--- config.mk ---
export PLATFORM = sky130hd
export DESIGN_NAME = internal_framebuffer_stream_loader
export DESIGN_NICKNAME = d
export VERILOG_FILES = /design/src/rtl/internal_framebuffer_stream_loader.sv
export SDC_FILE = /design/constraint.sdc
export NUM_CORES = 1
export LEC_CHECK = 0
export CORE_MARGIN = 1
export CORE_UTILIZATION = 45
export CTS_BUF_LIST = sky130_fd_sc_hd__clkbuf_2 sky130_fd_sc_hd__clkbuf_4 sky130_fd_sc_hd__clkbuf_8
export CTS_CLUSTER_DIAMETER = 120
export CTS_CLUSTER_SIZE = 30
export DETAILED_ROUTE_END_ITERATION = 7
export GPL_ROUTABILITY_DRIVEN = 0
export GPL_TIMING_DRIVEN = 1
export PLACE_DENSITY = 0.8
export SKIP_LAST_GASP = 1
export SYNTH_ARGS = -nofsm -noshare
export SYNTH_HDL_FRONTEND = slang
export SYNTH_SLANG_ARGS = --single-unit
export TNS_END_PERCENT = 50
--- constraint.sdc ---
create_clock -name clk -period 2.4 [get_ports clk]
set_input_delay 0.72 -clock clk [delete_from_list [all_inputs] [get_ports clk]]
set_output_delay 0.72 -clock clk [all_outputs]
set_load 0.01 [all_outputs]
--- src/rtl/internal_framebuffer_stream_loader.sv ---
// Loads an AXI-Stream of pixel beats into an internal framebuffer RAM through a
// registered write port, flagging streams whose tlast disagrees with the commanded size.
module internal_framebuffer_stream_loader #(
    parameter int NUMBER_OF_PIXELS_PER_BEAT    = 1,
    parameter int NUMBER_OF_SUB_PIXELS         = 4,
    parameter int SUB_PIXEL_WIDTH              = 8,
    parameter int FRAMEBUFFER_SIZE_IN_PIXEL_LG = 18,
    parameter int FB_SIZE_IN_PIXEL_LG          = 20,
    localparam int PW     = NUMBER_OF_SUB_PIXELS * SUB_PIXEL_WIDTH,
    localparam int SW     = NUMBER_OF_PIXELS_PER_BEAT * PW,
    localparam int MW     = NUMBER_OF_PIXELS_PER_BEAT * NUMBER_OF_SUB_PIXELS,
    localparam int PPB_LG = $clog2(NUMBER_OF_PIXELS_PER_BEAT),
    localparam int AW     = FRAMEBUFFER_SIZE_IN_PIXEL_LG - PPB_LG
) (
    input  logic                            clk,
    input  logic                            reset,
    input  logic [NUMBER_OF_SUB_PIXELS-1:0] confMask,
    input  logic                            apply,
    output logic                            applied,
    input  logic                            cmdLoad,
    input  logic [FB_SIZE_IN_PIXEL_LG-1:0]  cmdSize,
    input  logic                            s_axis_tvalid,
    output logic                            s_axis_tready,
    input  logic                            s_axis_tlast,
    input  logic [SW-1:0]                   s_axis_tdata,
    output logic [SW-1:0]                   writeDataPort,
    output logic                            writeEnablePort,
    output logic [AW-1:0]                   writeAddrPort,
    output logic [MW-1:0]                   writeMaskPort,
    output logic                            loadError,
    output logic [1:0]                      debugState
);

    // Stream handshake: a beat transfers on a rising edge where s_axis_tvalid and
    // s_axis_tready are both high; tready is a flop that is high only in LOAD/DRAIN.
    localparam logic [1:0] ST_IDLE  = 2'd0;
    localparam logic [1:0] ST_LOAD  = 2'd1;
    localparam logic [1:0] ST_DRAIN = 2'd2;

    localparam logic [AW-1:0] ONE = 1;

    logic [1:0]    state_q, state_d;
    logic [AW-1:0] index_q, index_d;
    logic [AW-1:0] size_q, size_d;
    logic          error_q, error_d;
    logic          applied_q, applied_d;
    logic          tready_q, tready_d;
    logic          we_q, we_d;
    logic [AW-1:0] addr_q, addr_d;
    logic [SW-1:0] data_q, data_d;
    logic [MW-1:0] mask_q, mask_d;

    logic          accept;
    logic [AW-1:0] cmd_beats;
    logic          cmd_size_unused;

    assign accept          = s_axis_tvalid && tready_q;
    assign cmd_beats       = cmdSize[PPB_LG +: AW];
    assign cmd_size_unused = ^cmdSize;

    always_comb begin
        state_d = state_q;
        index_d = index_q;
        size_d  = size_q;
        error_d = error_q;
        we_d    = 1'b0;
        addr_d  = addr_q;
        data_d  = data_q;
        mask_d  = mask_q;

        case (state_q)
            ST_IDLE: begin
                index_d = '0;
                if (apply && cmdLoad) begin
                    error_d = 1'b0;
                    size_d  = cmd_beats;
                    if (cmd_beats != '0) begin
                        state_d = ST_LOAD;
                    end
                end
            end
            ST_LOAD: begin
                if (accept) begin
                    we_d    = 1'b1;
                    addr_d  = index_q;
                    data_d  = s_axis_tdata;
                    mask_d  = {NUMBER_OF_PIXELS_PER_BEAT{confMask}};
                    index_d = index_q + ONE;
                    // Final commanded beat: a missing tlast leaves the rest of the packet to drain.
                    if (index_q == size_q - ONE) begin
                        if (s_axis_tlast) begin
                            state_d = ST_IDLE;
                        end else begin
                            error_d = 1'b1;
                            state_d = ST_DRAIN;
                        end
                    end else if (s_axis_tlast) begin
                        error_d = 1'b1;
                        state_d = ST_IDLE;
                    end
                end
            end
            ST_DRAIN: begin
                if (accept && s_axis_tlast) begin
                    state_d = ST_IDLE;
                end
            end
            default: state_d = ST_IDLE;
        endcase

        applied_d = (state_d == ST_IDLE) && !((state_q == ST_IDLE) && apply);
        tready_d  = (state_d != ST_IDLE);
    end

    always_ff @(posedge clk) begin
        if (reset) begin
            state_q   <= ST_IDLE;
            index_q   <= '0;
            size_q    <= '0;
            error_q   <= 1'b0;
            applied_q <= 1'b1;
            tready_q  <= 1'b0;
            we_q      <= 1'b0;
            addr_q    <= '0;
            data_q    <= '0;
            mask_q    <= '0;
        end else begin
            state_q   <= state_d;
            index_q   <= index_d;
            size_q    <= size_d;
            error_q   <= error_d;
            applied_q <= applied_d;
            tready_q  <= tready_d;
            we_q      <= we_d;
            addr_q    <= addr_d;
            data_q    <= data_d;
            mask_q    <= mask_d;
        end
    end

    assign applied         = applied_q;
    assign s_axis_tready   = tready_q;
    assign writeEnablePort = we_q;
    assign writeAddrPort   = addr_q;
    assign writeDataPort   = data_q;
    assign writeMaskPort   = mask_q;
    assign loadError       = error_q;
    assign debugState      = state_q;

endmodule

==> run metrics <==
Startpoint Class flop; Setup crit end kind flop; max_cap viols 0; Synth Area in Adders 0.580%; CTS buffer count 9; fin crit period 2.60 ns; Core Region 9280 um2; EDFF count, synth 0; largest family of logic cells by synthesized area simple AND/OR/NAND/NOR gates; post-synthesis mux area share less than 1%; Compound-Gate Fraction of Synth Area 17.0%; insertion delay to the later sink of the worst-skew pair ~0.37 ns; Synth Warn # 0; cell taking the most area after synthesis dfxtp_1; min-delay src writeMaskPort[3]; root buffer selected by CTS clkbuf_8; final instance area 6160 um2; Final Setup Violations 5; CTS HTree Levels 3; largest net degree at the start of global routing 35; Gate Count Post-Synth 560; Antenna Diode Count 0; internal power 0.00242 W; CP Data Arrival Time 2.87 ns; max-slew violations 0; Worst-path clk slew around 0.10 ns; Sw Share 27.0%; net switching power 0.000893 W; post-DP HPWL ~9.2 mm; die area 9990 um2; Cell Area, Synth approximately 4300 um2; sequential area share after synthesis approximately 45%; Ports approximately 120; Post-synth ARST share 0%; power per cell area 537 nW/um2; area of the multi-input gates between 2000 and 2500 um2; Cell Rows 35; vias in the first global route about 4400; Antenna Nets Post-Route 0; outcome finished, violations left; Seq pwr share 49.8%; Clk network pwr share 34.4%; hold buffers post-CTS 0; Synth top area share 44.5%; layout filler cell count 777; worst hold path type reg2reg; CTS tree yes; Setup Fix Bufs, Post-CTS 0; port buffer count 119; Leakage Power between 2 and 2.5 nW; logic gate share of total power 15.8%; Main synth FF type dfxtp_1; R2R Path Start size_q[5]; die height 99.9 um; worst setup path start size_q[5]; Worst slew margin 64.3%; post-placement cell area 5930 um2; Netlist cell types 50; GRT Resource Usage Total 25.3%; syn_nets 624; Worst EP required 2.67 ns; commonest cells after routing, fill and taps aside 164 x nand2_1, 118 x clkdlybuf4s50_1, 95 x dfxtp_1; top cells by area, synth dfxtp_1 45%, nand2_1 14%, a21oi_1 9.4%; setup_tns -0.684 ns; final hold viol count 0; WL final 12.1 mm; Least-Margin Pin Slew 0.530 ns; layout cell share with drive strength beyond 1 a little under an eighth; Initial DRC Count 232; Worst VDD drop 426 uV; RSZ-0062 raised after global routing true; xor/xnor share of the synthesized area 5.39%; register area 1920 um2; routed len/inst 14.5 um; most common cell after layout, fill and taps aside nand2_1; # clock sinks 96; vias 4472; Tcrit/Tclk final 108%; Nets 766; first-pass GRT wire length between 20 and 25 mm; simple-gate share of the synthesized area approximately a quarter; CP Max Fanout 3; Worst Setup Slack, final -0.201 ns; die width 99.9 um; failing checks negative setup slack; flops & latches, synth 96; initial antenna violation count 0; mean area per synthesized cell between 7 and 8 um2; critical path class reg2reg; clk buf depth 2; worst hold slack 0.457 ns; DR vias/cell 5.35; Achievable Freq just under 400 MHz; area grow syn2layout 42.7%; Initial Util 46.5%; residual DRC count 0; grt ovf 0; Setup Skew 0.0112 ns; Pre-antenna DRT Iters 8
==> flip-flops by register name, summed over array words and instances, names as in the netlist <==
register,count
writeAddrPort,18
debugState,2
applied,1
index_q,18
loadError,1
writeDataPort,32
s_axis_tready,1
size_q,18
writeEnablePort,1
writeMaskPort,4
==> logic make-up after synthesis <==
group                    Yosys count
AO/OA/AOI/OAI                    128
XOR/XNOR                          25
adder cells (fa/ha/maj)            2
buffers and inverters             49
flip-flops                        96
multiplexers                       4
AND/OR/NAND/NOR                  256
==> power by group through the flow <==
stage / clock network, W / logic (W) / registers (W)
2_1_floorplan: 0 / 0.000255 / 0.00169
3_3_place_gp: 0 / 0.000497 / 0.00168
3_5_place_dp: 0 / 0.000513 / 0.00168
4_1_cts: 0.00116 / 0.000516 / 0.00165
5_1_grt: 0.00124 / 0.000570 / 0.00165
6_report: 0.00114 / 0.000523 / 0.00165
==> per-stage QoR <==
stage / std cells / power [W] / utilization, % / setup WS, ns
CTS: 836 / 0.00332 / 66.2 / -0.198
finish: 836 / 0.00331 / 66.3 / -0.201
detailed placement: 820 / 0.00220 / 63.9 / -0.309
global route: 836 / 0.00346 / 66.3 / -0.273
floorplan: 560 / 0.00194 / - / -0.154
global placement: 820 / 0.00218 / 63.9 / -0.229
==> worst max-delay path, stage by stage (launching register included) <==
cell and delay [ns]:
dfxtp_2 0.33, or4_4 0.53, or4_4 0.52, nor4b_2 0.18
a211o_1 0.25, nand4_2 0.09, nor3_2 0.06, o41a_1 0.36
a31o_1 0.19
==> timing repair <==
action	4_1_cts	5_1_grt
endpoints found under the setup margin	5	5
gates resized for setup	0	2
pin swaps	1	1
==> worst paths after layout <==
kind	slack (ns)	cells after the start	to
worst max register to register	-0.20	8	applied
worst min-delay path	0.46	2	writeMaskPort[3]
worst min register to register	0.46	2	writeMaskPort[3]
worst max-delay path	-0.20	8	applied
==> area by class of cell <==
type / count / share of cell area (%)
clock buffer: 9 / 2.01
timing repair buffer: 173 / 26.4
clock inverter: 7 / 1.54
tap: 129 / 2.62
inverter: 7 / 0.427
sequential: 96 / 31.2
multi-input combinational: 415 / 35.7
==> Yosys cell counts (all sizes together), types with 3 or more instances <==
cell type,count
inv,7
and2,3
nand4,10
a311oi,6
nor4,6
a31oi,5
dfxtp,96
or4,4
nand3,10
xor2,12
nand2,164
a211oi,5
xnor2,12
clkbuf,31
a22oi,4
and3,11
nor4b,3
nor2,30
a21oi,81
o21ai,16
nor3,7
mux2i,3
buf,11
==> metal layers <==
metal | vias up | GRT usage (%) | share of wire (%)
met3 | 37 | 5.99 | 6.9
met1 | 2065 | 30.0 | 41
met4 | 0 | 12.1 | 3.5
met2 | 179 | 43.2 | 49
li1 | 2191 | - | -
met5 | - | 0 | 0
No activity file was read; power rests on OpenSTA's default activity.
